===== config.mk =====
export PLATFORM = sky130hd
export DESIGN_NAME = adr_seq
export DESIGN_NICKNAME = d
export VERILOG_FILES = /design/src/rtl/adr_seq.sv
export SDC_FILE = /design/constraint.sdc
export NUM_CORES = 1
export LEC_CHECK = 0
export CAP_MARGIN = 40
export CORE_UTILIZATION = 64
export DETAILED_ROUTE_END_ITERATION = 10
export DONT_BUFFER_PORTS = 1
export PLACE_DENSITY = 0.8
export SETUP_SLACK_MARGIN = 0.15
export SLEW_MARGIN = 20
export SYNTH_ARGS = -nofsm -noshare
export SYNTH_HDL_FRONTEND = slang
export SYNTH_SLANG_ARGS = --single-unit
export TNS_END_PERCENT = 5

===== constraint.sdc =====
create_clock -name C -period 3.3 [get_ports C]
set_clock_uncertainty 0.1 [all_clocks]
set_input_delay 0.33 -clock C [delete_from_list [all_inputs] [get_ports C]]
set_output_delay 0.33 -clock C [all_outputs]
set_load 0.01 [all_outputs]

===== src/rtl/adr_seq.sv =====
// adr_seq: clocked sequencer for a dual-rail adder (operand latch, spacer/evaluate phases, result hold).
// Optional EVAL watchdog: compile with `define ADR_SEQ_WATCHDOG_EN to enable it; ERR stays 0 otherwise.
`timescale 1ns/1ps
module adr_seq #(
  parameter int WIDTH      = 4,
  parameter int SPACER_CYC = 2,
  parameter int TIMEOUT    = 15
) (
  input  logic             C,
  input  logic             RN,
  input  logic             IN_REQ,
  output logic             IN_ACK,
  input  logic [WIDTH-1:0] A_IN,
  input  logic [WIDTH-1:0] B_IN,
  input  logic             CI_IN,
  output logic [WIDTH-1:0] OP_A,
  output logic [WIDTH-1:0] OP_B,
  output logic             OP_CI,
  output logic             SP,
  output logic             GO,
  input  logic             DONE,
  input  logic [WIDTH-1:0] SUM_IN,
  input  logic             CO_IN,
  output logic             OUT_VALID,
  input  logic             OUT_READY,
  output logic [WIDTH-1:0] SUM,
  output logic             CO,
  output logic             BUSY,
  output logic             ERR
);

  typedef enum logic [1:0] {S_IDLE, S_SPACER, S_EVAL, S_RETURN} state_e;

`ifdef ADR_SEQ_WATCHDOG_EN
  localparam bit WD_EN = 1'b1;
`else
  localparam bit WD_EN = 1'b0;
`endif

  // Counter values seen on the last required cycle of a phase (counter is 0 on the first).
  localparam logic [7:0] SPC_LAST = 8'(SPACER_CYC - 1);
  localparam logic [7:0] TO_LAST  = 8'(TIMEOUT - 1);

  state_e           state_q, state_d;
  logic [7:0]       cnt_q, cnt_d;
  logic [WIDTH-1:0] op_a_q, op_a_d, op_b_q, op_b_d, sum_q, sum_d;
  logic             op_ci_q, op_ci_d, co_q, co_d;
  logic             en_q, en_d, out_valid_q, out_valid_d, err_q, err_d;
  logic             slot_free, ack;

  // The result slot is free if empty or being consumed at this very edge.
  assign slot_free = !out_valid_q || OUT_READY;
  assign ack       = RN && (state_q == S_IDLE) && IN_REQ && slot_free;

  always_comb begin
    // NOTE: every signal gets a default before the case so no path leaves it unassigned (no latches).
    state_d     = state_q;
    op_a_d      = op_a_q;
    op_b_d      = op_b_q;
    op_ci_d     = op_ci_q;
    sum_d       = sum_q;
    co_d        = co_q;
    err_d       = err_q;
    out_valid_d = out_valid_q && !OUT_READY;

    unique case (state_q)
      S_IDLE: begin
        if (ack) begin
          op_a_d  = A_IN;
          op_b_d  = B_IN;
          op_ci_d = CI_IN;
          state_d = S_SPACER;
        end
      end
      S_SPACER: begin
        if (!DONE && (cnt_q >= SPC_LAST)) state_d = S_EVAL;
      end
      S_EVAL: begin
        if (DONE) begin
          sum_d       = SUM_IN;
          co_d        = CO_IN;
          out_valid_d = 1'b1;
          state_d     = S_RETURN;
        end else if (WD_EN && (cnt_q >= TO_LAST)) begin
          sum_d       = '0;
          co_d        = 1'b0;
          out_valid_d = 1'b1;
          err_d       = 1'b1;
          state_d     = S_RETURN;
        end
      end
      S_RETURN: begin
        if (!DONE) state_d = S_IDLE;
      end
      default: state_d = S_IDLE;
    endcase

    en_d  = (state_d == S_EVAL);
    cnt_d = (state_d != state_q) ? 8'd0 :
            (cnt_q == 8'hFF)     ? cnt_q : cnt_q + 8'd1;
  end

  always_ff @(posedge C) begin
    // NOTE: non-blocking assignments so every flop samples the pre-edge values.
    if (!RN) begin
      state_q     <= S_IDLE;
      cnt_q       <= 8'd0;
      op_a_q      <= '0;
      op_b_q      <= '0;
      op_ci_q     <= 1'b0;
      sum_q       <= '0;
      co_q        <= 1'b0;
      en_q        <= 1'b0;
      out_valid_q <= 1'b0;
      err_q       <= 1'b0;
    end else begin
      state_q     <= state_d;
      cnt_q       <= cnt_d;
      op_a_q      <= op_a_d;
      op_b_q      <= op_b_d;
      op_ci_q     <= op_ci_d;
      sum_q       <= sum_d;
      co_q        <= co_d;
      en_q        <= en_d;
      out_valid_q <= out_valid_d;
      err_q       <= err_d;
    end
  end

  assign IN_ACK    = ack;
  assign OP_A      = op_a_q;
  assign OP_B      = op_b_q;
  assign OP_CI     = op_ci_q;
  assign SP        = en_q;
  assign GO        = en_q;
  assign OUT_VALID = out_valid_q;
  assign SUM       = sum_q;
  assign CO        = co_q;
  assign BUSY      = (state_q != S_IDLE);
  assign ERR       = err_q;

endmodule

; ---- Word level (Yosys, flattened, before mapping)
; Cells that the tools add are included.
[totals]
elab_cells = 39
out_inout_bits = 20
ff_bits = 26
in_bits = 19
[op_classes]
n_eq_ne = 6
bitwise = 1
order_cmp = 1
mux = 7
n_reduce_logical = 14
n_addsub = 1
[op_table]
columns = operator, count
row1 = $add A8 B1 Y8 const B, 1
row2 = $eq A8 B8 Y1 const B, 1
row3 = $ge A8 B1 Y1 const B, 1
row4 = $mux W2, 4
row5 = $pmux W2 S4, 1
row6 = $eq A2 B2 Y1 const B, 3
row7 = $logic_and A1 B1 Y1, 5
row8 = $reduce_and A2 Y1, 2
row9 = $logic_not A1 Y1, 3
row10 = $eq A2 B1 Y1 const B, 1
row11 = $logic_not A2 Y1, 1
row12 = $mux W1, 2
row13 = $ne A2 B2 Y1, 1
row14 = $reduce_bool A2 Y1, 1
row15 = $reduce_or A2 Y1, 1
row16 = $logic_or A1 B1 Y1, 1
row17 = $not A1 Y1, 1

; ---- Logic depth before layout (Yosys ltp)
; Gate-level depths: netlist of run 1.
[depth]
word_depth = 8
depth_mapped = 6
mapped_depth_nobuf = 5

; ---- Least setup slack after synthesis of run 1
; OpenSTA, ideal clock, no wires.
[synth_timing]
kind = register to output
start = register state_q[1]
end = output IN_ACK
arrival_time_ns = 1.031
path_slack_ns = 1.839
path_buffers = 2
stages_incl_launch_ff = 6
t_required_ns = 2.870
path_cell_list = dfxtp_1 clkbuf_2 nor2_1 nand4_1 clkbuf_1 inv_1
[synth_between]
elab_chain_cells = 4
[synth_rtl]
columns = element, line_no
row1 = "start, declared", 44  ; state_e state_q, state_d;
row2 = "start signal, assigned", 117  ; state_q <= state_d;
row3 = $logic_not A2 Y1, 53  ; assign ack = RN && (state_q == S_IDLE) && IN_REQ && slot_free;
row4 = $logic_and A1 B1 Y1 (3 in a row), 53
row5 = "end, declared", 12  ; output logic IN_ACK,
; Every way passes these cells.

; ---- Worst setup path in the final report of run 1
; Ends and elaborated chain as after synthesis.

==> results of run 1 <==
power groups by stage:
stage,Clock (uW),Sequential [uW],Combinational [uW]
floorplan,0,353,51.4
global placement,0,356,50.7
detailed placement,0,357,52.9
CTS,163,350,54.5
global route,175,353,64.4
finish,161,350,55.0
flip-flops by register name (all words and copies together), names as in the netlist:
| register | flops |
|---|---|
| CO | 1 |
| GO | 1 |
| OP_A | 4 |
| OP_B | 4 |
| OP_CI | 1 |
| OUT_VALID | 1 |
| SUM | 4 |
| cnt_q | 8 |
| state_q | 2 |
stage by stage:
stage,area [sq um],hold slack [ps],power [uW]
3_5_place_dp,1120,312,410
2_1_floorplan,1140,307,404
6_report,1190,21.4,566
3_3_place_gp,1120,313,407
4_1_cts,1180,0.180,568
5_1_grt,1190,8.96,593
metal layers:
| layer | wire length [um] | part of all wire |
|---|---|---|
| met5 | 0 | 0 |
| met3 | 163 | 0.078 |
| met1 | 875 | 0.42 |
| met4 | 34 | 0.016 |
| met2 | 1030 | 0.49 |
area by class of cell:
class / instances / area, sq um
Multi-Input combinational cell: 82 / 531
Sequential cell: 26 / 520
Fill cell: 128 / 390
Inverter: 13 / 48.8
Clock buffer: 4 / 36.3
Timing Repair Buffer: 3 / 30.0
Tap cell: 16 / 20.0
cells in the mapped netlist, drive strengths merged, types with 2 or more instances:
master,n
nor2,11
mux2i,5
xnor2,2
and3,2
nand4,2
o21ai,12
nand3,11
inv,13
nand2,4
a21boi,2
dfxtp,26
o211ai,2
ha,3
nor2b,5
buf,3
xor2,4
nand2b,2
nor3,4
clkbuf,4
worst max-delay path, cell delays in order, from the launching register on:
cell and delay (ps):
dfxtp_1 400, nor2_1 160, nand4_1 600, inv_1 310
what timing repair did:
action                     4_1_cts  5_1_grt
setup endpoints to repair        0        0
hold buffers                     2        1
hold endpoints to repair         1        1
setup buffers                    0        0
worst paths after layout:
kind                            to  slack, ps  depth (start not counted)
max                         IN_ACK       1080                          3
min                CO$_SDFFE_PN0P_         20                          1
max reg2reg  cnt_q[7]$_SDFFE_PP0P_       1400                          4
min reg2reg  cnt_q[1]$_SDFFE_PP0P_        430                          2
cells by family after synthesis:
group                    count (synthesis)
AO/OA/AOI/OAI                           20
XOR/XNOR                                 6
adder cells (fa/ha/maj)                  3
buffers and inverters                   20
flip-flops                              26
multiplexers                             5
other                                    1
AND/OR/NAND/NOR                         47
cells in the final DEF, fill, tap and decap left out, drive strengths merged, types with 2 or more instances in the layout:
cell type	Yosys	routed
nor2b	5	5
and3	2	2
dlygate4sd3	0	3
inv	13	13
dfxtp	26	26
nand3	11	11
xor2	4	4
a21boi	2	2
nor3	4	4
ha	3	3
o21ai	12	12
nor2	11	11
nand4	2	2
xnor2	2	2
clkbuf	4	4
nand2	4	4
o211ai	2	2
nand2b	2	2
mux2i	5	5
==> results.md, run 1 <==
* Clock network power share at 0.284
* Bufs on Longest Clock Path at 2
* GR Util met2 at 0.394
* NetSw at 144 uW
* RR Startpoint: state_q[1]$_SDFF_PN0_
* Worst Path Arrival at 1790 ps
* Max rail drop VDD at 0.304 mV
* Pleak at around 0.00051 uW
* Ant diodes at 0
* Vias in the first global route at 774
* CTS clk-pin slew, worst paths at 140 ps
* Compound-gate portion of the synthesized area at 0.119
* Pin count of the biggest net entering global routing at 22
* Worst hold-check path type: primary input to flip-flop
* Post-cts resize count at 0
* TritonCTS clock tree: built
* Gr usage total at 0.247
* RSZ-0062 raised after global routing: no
* Synth async-reset ratio at 0
* Final Hold Fails at 0
* Post-Synth Simple-Gate Area at 0.221
* Main combinational cell family by area after synthesis: simple AND/OR/NAND/NOR gates
* DRT iter0 DRCs at 16
* Combinational group share of total power at 0.097
* Antenna violations before repair at 0
* Share of post-route cells with drive strength above 1 at 0.0547
* Pre-antenna DRT Iters at 7
* XOR/XNOR Fraction of Synth Area at 0.0463
* Initial core utilization at 0.721
* Slew Limit Fails at 0
* Setup TNS at 0 ps
* Worst setup margin at 1080 ps
* DIE WIDTH at 44.1 um
* Hold path startpoint: RN
* Post-synth top area share at 0.458
* Final setup viols at 0
* Via-to-Cell Ratio at 5.85
* Wire per inst at 14.6 um
* Total grt overflow at 0
* # nets final at between 150 and 200
* Critical path origin: state_q[1]$_SDFF_PN0_
* Switch share at 0.255
* Total Wirelength at 2100 um
* GR Util met3 at 0.0571
* Post-synth EDFFs at 0
* Rows at 14
* Main synth FF type: dfxtp_1
* Avg Inst Size Synth at 8.88 sq um
* Seq pwr share at 0.619
* CP startpoint kind: flip-flop
* Final RePlAce weighted congestion at 0.815
* Fin cells at 144
* Core ar. at 0.00158 sq mm
* Slew @ Worst Pin at 734 ps
* Pwr Density at 477 mW/mm^2
* Num CTS Buffers at 3
* Headroom to the max-slew limit at 0.509
* Crit share post-route at 0.672
* H-tree depth at 1
* Setup slack after placement at 1400 ps
* Vias at approximately 840
* Post-synth top area cell: dfxtp_1
* First-pass GRT wire length at between 3000 and 4000 um
* Max Clock Freq at 451 MHz
* Post-Syn Instances at 128
* Final core utilization at 0.752
* Multiplexer area fraction after synthesis at 0.0441
* IO Pins at 39
* Area growth syn-to-layout at 4.41%
* Clk_lat worst skew at 330 ps
* Int Pwr at ~420 uW
* Root Buffer: clkbuf_4
* Netlist Area Pre-Place at 0.00114 sq mm
* Max FO, Critical Path at 21
* Synth warnings at 0
* Adder-cell share of the synthesized area at 0.0330
* Fin crit period at about 2200 ps
* GR peak layer: met2
* Worst EP required at 2870 ps
* Status: finished, violations left
* Crit end category: primary output
* DRC viols at 2
* Failing checks: design-rule violations
* # Max-Cap Violations at 0
* Sequential share of the synthesized area at 0.458
* Die Ht at 44.1 um
* TritonCTS Sinks at 26
* M1 GR Usage at 0.314
* Flops & latches, synth at 26
* Post-synthesis cell type count at 32
* WS Path Type: flip-flop to primary output
* Synth area leaders: dfxtp_1, o21ai_0, nand3_1
* Die area at 0.00195 sq mm
* Antenna-violating nets left at 0
* Detailed Place HPWL at approximately 1400 um
* Port bufs at 0
* Mapped Nets at 150
* Placed Cells at roughly 140
Power figures use the tool's default switching activity.
==> run 2: changes to the inputs <==
- CORE_UTILIZATION: 64 -> 54
- PLACE_DENSITY: 0.8 -> 0.72
- clock period: 3.3 -> 1.9 ns (I/O delays scaled with it)
==> run 2 against run 1 <==
Against the previous run:
- the run now ends clean
- core utilization down 6.1 points
- final cell count up 18%
- register-to-register slack worse by 1200 ps
- critical path depth up 1
- combinational power up 130%
- routed wire length down 0.95%
- cell area up 14%
- setup slack worse by 860 ps
- sequential cell count unchanged
- sequential share of layout area down 5.5 points
- critical path type unchanged
- critical endpoint unchanged
- largest power group unchanged
==> results.md, run 2 (same netlist as run 1, synthesis figures left out) <==
* Status: completed
* Setup slack after placement at 300 ps (-1100 ps)
* # Max-Cap Violations at 0 (unchanged)
* Slew @ Worst Pin at 641 ps (-93.1 ps)
* H-tree depth at 1 (unchanged)
* Final setup viols at 0 (unchanged)
* Most common cell after layout, fill and taps aside: dfxtp_1
* Root Buffer: clkbuf_4
* Worst hold-check path type: primary input to flip-flop
* Tot Pwr at 1010 uW (+78%)
* Pre-antenna DRT Iters at 4 (-3)
* CP Cell Sequence: nor2_1 > nand4_1 > buf_6 > inv_1
* Antenna-violating nets left at 0 (unchanged)
* Final RePlAce weighted congestion at 0.792 (-2.9%)
* Rows at 16 (+2)
* Num CTS Buffers at 3 (unchanged)
* Ant diodes at 0 (unchanged)
* Fin crit period at 1680 ps
* Hold Path Sink: state_q[0]$_SDFF_PN0_
* Pleak at 0.000570 uW (+12%)
* Wire per inst at 12.2 um (-16%)
* Final hold slack at 45.1 ps (+23.7 ps)
* Crit end category: primary output
* First-pass GRT wire length at 3310 um (-4.4%)
* Antenna violations before repair at 0 (unchanged)
* Via-to-Cell Ratio at 5.17 (-12%)
* # nets final at 166 (+9.9%)
* CP max-delay cell: dfxtp_1
* Initial core utilization at 0.579 (-0.142)
* TritonCTS clock tree: built
* Worst Path Arrival at 1390 ps (-400 ps)
* WS Path Type: flip-flop to primary output
* Largest stage delay, worst path at 390 ps (-210 ps)
* CP startpoint kind: flip-flop
* Max reg flops at 8 (unchanged)
* Total grt overflow at 0 (unchanged)
* Reg2reg path depth at 5 (+1)
* Pwr Density at 741 mW/mm^2 (+55%)
* Critical path buffers and inverters at 2 (+1)
* DRC viols at 0 (-2)
* Hold path startpoint: DONE
* DRT iter0 DRCs at 3 (-13)
* Total Wirelength at 2080 um (-0.95%)
* Worst EP required at 1610 ps (-1260 ps)
* Vias at 879 (+4.3%)
* Setup TNS at 0 ps (unchanged)
* TritonCTS Sinks at 26 (unchanged)
* Max rail drop VDD at 0.551 mV (+81%)
* Detailed Place HPWL at 1320 um (-8.6%)
* Most flops, register: cnt_q
* CTS clk-pin slew, worst paths at 130 ps (about the same)
* Die Ht at 47.9 um (+8.5%)
* Clk_lat worst skew at 310 ps (-20 ps)
* Slew Limit Fails at 0 (unchanged)
* Flop-to-flop setup slack at 250 ps (-1150 ps)
* Port bufs at 0 (unchanged)
* RSZ-0062 raised after global routing: yes
* DIE WIDTH at 47.9 um (+8.5%)
* Crit share post-route at 0.884
* Core ar. at 0.00196 sq mm (+24%)
* Crit path max-delay family: flip-flops
* Worst setup margin at 221 ps (-861 ps)
* IO Pins at 39 (unchanged)
* R2R Path End: cnt_q[2]$_SDFFE_PP0P_
* Headroom to the max-slew limit at 0.571 (+0.0621)
* Share of post-route cells with drive strength above 1 at 0.0629 (+0.00825)
* Vias in the first global route at 794 (+2.6%)
* Final Hold Fails at 0 (unchanged)
* Bufs on Longest Clock Path at 2 (unchanged)
* Area growth syn-to-layout at 19.4%
* Most frequent cells in the layout: dfxtp_1, dlygate4sd3_1, inv_1, o21ai_0
* Max FO, Critical Path at 20 (-4.8%)
* Max Clock Freq at 596 MHz
* Die area at 0.00229 sq mm (+18%)
* Gr usage total at 0.202 (-0.0447)
* Hold-critical path depth at 2 (+1)
* RR Startpoint: cnt_q[1]$_SDFFE_PP0P_
* Pin count of the biggest net entering global routing at 21 (-4.5%)
run 2: cell count changes in the layout (fill, tap and decap cells not counted):
| cell | previous run | this run |
|---|---|---|
| a211oi_1 | 1 | 0 |
| a211oi_2 | 0 | 1 |
| buf_6 | 0 | 1 |
| dlygate4sd3_1 | 3 | 17 |
run 2: how the worst max path moves through the flow:
stage,end,startpoint,cells past startpoint
5_1_grt,IN_ACK,state_q[1]$_SDFF_PN0_,4
4_1_cts,IN_ACK,state_q[1]$_SDFF_PN0_,4
3_5_place_dp,cnt_q[2]$_SDFFE_PP0P_,cnt_q[1]$_SDFFE_PP0P_,5
6_report,IN_ACK,state_q[1]$_SDFF_PN0_,4
3_3_place_gp,cnt_q[2]$_SDFFE_PP0P_,cnt_q[1]$_SDFFE_PP0P_,5
2_1_floorplan,cnt_q[2]$_SDFFE_PP0P_,cnt_q[1]$_SDFFE_PP0P_,5
run 2: per-stage QoR:
stage | instance area, sq um | util | cells
final | 1360 | 0.691 | 170
after global routing | 1360 | 0.691 | 170
after CTS | 1350 | 0.687 | 170
after detailed placement | 1140 | 0.582 | 149
after global placement | 1140 | 0.582 | 149
after floorplan | 1140 | - | 128
run 2: power breakdown:
group	switching, uW	internal (uW)	leakage (uW)
clock network	151	117	0.0000210
logic	66.2	63.2	0.000337
registers	33.7	574	0.000212
total	251	754	0.000570
run 2: worst register-to-register path: cells and delay by family, from the launching register on:
family	cells	cell delay, ps
simple gates	2	590
fa+ha+maj	1	170
compound gates	1	220
buf+inv	1	80
flops	1	420
run 2: final cells by class:
type                       instances  area [sq um]
sequential                        26           520
fill                             169           606
clock buffer                       4          36.3
timing repair buffer              18           181
multi-input combinational         82           536
inverter                          13          48.8
tap                               27          33.8
run 2: repair_timing:
action / 4_1_cts / 5_1_grt
setup buffers: 0 / 0
endpoints found under the hold margin: 26 / 0
resized for setup: 0 / 2
endpoints found under the setup margin: 0 / 3
hold buffers: 17 / 0
run 2: metal layers:
layer,global-route usage,share of wire
met1,0.276,0.46
met2,0.300,0.49
met3,0.0528,0.039
met4,0.0889,0.0058
met5,0,0
==> run 3: changes to the inputs <==
- ABC_AREA: default -> 1
==> run 3 against run 2 <==
Against the previous run:
- critical endpoint unchanged
- critical path type unchanged
- largest cell class unchanged
- non-clock buffer count did not move
- die area rose by 4.2%
- fmax rose by 4.9%
==> results.md, run 3 <==
* Status: completed
* Root Buffer: clkbuf_4
* Pwr Density at 733 mW/mm^2 (-1.0%)
* Post-synth EDFFs at 0 (unchanged)
* Most numerous cell in the Yosys netlist: nand2_1
* Final RePlAce weighted congestion at 0.864 (+9.1%)
* CP Cell Sequence: nor2_2 > nand2_2 > nor2_4 > buf_4
* Num CTS Buffers at 3 (unchanged)
* Max Clock Freq at 625 MHz (+4.9%)
* Pleak at 0.000644 uW (+13%)
* DRC viols at 0 (unchanged)
* Post-cts resize count at 0 (unchanged)
* Via-to-Cell Ratio at 5.26 (+1.7%)
* DRT iter0 DRCs at 22 (+19)
* Setup slack after placement at 439 ps (+139 ps)
* Antenna-violating nets left at 0 (unchanged)
* Max FO, Critical Path at 19 (-5.0%)
* Total Wirelength at 2510 um (+21%)
* Final Hold Fails at 0 (unchanged)
* Main synth FF type: dfxtp_1
* WS Path Type: flip-flop to primary output
* Mapped Nets at 187 (+25%)
* Most flops, register: cnt_q
* Initial core utilization at 0.587 (+0.00755)
* Post-CTS setup buffers at 0 (unchanged)
* Bufs on Longest Clock Path at 2 (unchanged)
* Synth async-reset ratio at 0 (unchanged)
* # Max-Cap Violations at 0 (unchanged)
* Post-synthesis cell type count at 25 (-22%)
* CTS clk-pin slew, worst paths at 130 ps (about the same)
* Slew @ Worst Pin at 586 ps (-55.2 ps)
* Most common cell after layout, fill and taps aside: nand2_1
* Post-Syn Instances at 165 (+29%)
* Pre-antenna DRT Iters at 4 (unchanged)
* Antenna violations before repair at 0 (unchanged)
* IO Pins at 39 (unchanged)
* Die Ht at 48.9 um (+2.1%)
* Detailed Place HPWL at 1630 um (+23%)
* Worst EP required at 1610 ps (about the same)
* Final hold slack at 125 ps (+80.0 ps)
* Worst Path Arrival at 1310 ps (-80 ps)
* Final setup viols at 0 (unchanged)
* RSZ-0062 raised after global routing: no
* Vias at 1,088 (+24%)
* Top cells by instance count after synthesis: nand2_1, nor2_1, dfxtp_1
* Rows at 16 (unchanged)
* RR Startpoint: cnt_q[1]$_SDFFE_PP0P_
* # nets final at 204 (+23%)
* First-pass GRT wire length at 4250 um (+29%)
* Synth warnings at 0 (unchanged)
* Gr usage total at 0.229 (+0.0267)
* CP max-delay cell: dfxtp_1
* Netlist Area Pre-Place at 0.00119 sq mm (+4.4%)
* Post-synth top area share at 0.439 (-0.0193)
* CP startpoint kind: flip-flop
* Area growth syn-to-layout at 16.3%
* Hold path startpoint: IN_REQ
* Port bufs at 0 (unchanged)
* Sequential share of the synthesized area at 0.439 (-0.0193)
* Most frequent cells in the layout: nand2_1, nor2_1, dfxtp_1, inv_1, dlygate4sd3_1
* Largest stage delay, worst path at 390 ps (about the same)
* TritonCTS clock tree: built
* Worst setup margin at 299 ps (+78.3 ps)
* Avg Inst Size Synth at 7.19 sq um (-19%)
* Headroom to the max-slew limit at 0.608 (+0.0369)
* Fin cells at 207 (+22%)
* Placed Cells at 187 (+26%)
* Die area at 0.00239 sq mm (+4.2%)
* Slew Limit Fails at 0 (unchanged)
* Fin crit period at 1600 ps (-78.3 ps)
* DIE WIDTH at 48.9 um (+2.1%)
* TritonCTS Sinks at 26 (unchanged)
* Flops & latches, synth at 26 (unchanged)
* Synth area leaders: dfxtp_1, nand2_1, nor2_1
* Core ar. at 0.00202 sq mm (+3.1%)
* Vias in the first global route at 1,054 (+33%)
* Setup TNS at 0 ps (unchanged)
* Max reg flops at 8 (unchanged)
* Pin count of the biggest net entering global routing at 20 (-4.8%)
* Post-synth top area cell: dfxtp_1
* Total grt overflow at 0 (unchanged)
* Wire per inst at 12.1 um (-0.85%)
* Clk_lat worst skew at 320 ps (about the same)
* Crit end category: primary output
* Share of post-route cells with drive strength above 1 at 0.0667 (+0.00373)
* Worst hold-check path type: primary input to flip-flop
* H-tree depth at 1 (unchanged)
* Ant diodes at 0 (unchanged)
* Max rail drop VDD at 0.606 mV (+10%)
* Critical path origin: state_q[1]$_SDFF_PN0_
* Crit share post-route at 0.843 (-0.0412)
==> run 3: critical path, delay by kind of cell (launching register included) <==
family / cells / cell delay [ps]
buffers and inverters: 1 / 230
DFF: 1 / 390
and+or+nand+nor: 3 / 370
==> run 3: area by class of cell <==
type / count / area, sq um
sequential: 26 / 520
timing repair buffer: 18 / 178
fill: 170 / 642
inverter: 24 / 90.1
multi-input combinational: 109 / 536
tap: 27 / 33.8
clock buffer: 3 / 22.5
==> run 3: cells by family (layout without fill, tap and decap cells) <==
| group | count (synthesis) | count (layout) | synth area share |
|---|---|---|---|
| AO/OA/AOI/OAI | 20 | 20 | 0.0865 |
| XOR/XNOR | 5 | 5 | 0.0369 |
| adder cells (fa/ha/maj) | 3 | 3 | 0.0316 |
| buffers and inverters | 30 | 45 | 0.110 |
| flip-flops | 26 | 26 | 0.439 |
| other | 1 | 1 | 0.00316 |
| AND/OR/NAND/NOR | 80 | 80 | 0.293 |
==> run 3: layer usage <==
layer | track usage | vias to the layer above | wire (um)
li1 | - | 534 | -
met1 | 0.240 | 509 | 1030
met2 | 0.461 | 42 | 1320
met3 | 0.0374 | 3 | 134
met4 | 0.0588 | 0 | 20
met5 | 0 | - | 0
==> run 3: timing repair <==
action                                  CTS  global route
hold buffers                             17             0
endpoints found under the hold margin    22             0
endpoints found under the setup margin    0             0
==> run 3: path summary, 6_finish.rpt <==
path,end,slack (ps),cells past startpoint
setup / recovery,IN_ACK,300,4
hold / removal,state_q[0]$_SDFF_PN0_,130,6
setup reg to reg,cnt_q[4]$_SDFFE_PP0P_,380,7
hold reg to reg,OP_B[3]$_SDFFE_PN0P_,430,2
==> run 3: stage by stage <==
step                       util  instance area, sq um  power (uW)
after floorplan               -                  1190         740
after global placement    0.587                  1190         749
after detailed placement  0.587                  1190         757
after CTS                 0.683                  1380        1010
after global routing      0.683                  1380        1060
final                     0.683                  1380        1010
==> run 3: report_power, final <==
group | switching (uW) | internal, uW
clock | 156 | 74.4
sequential | 40.7 | 580
combinational | 91.9 | 69.0
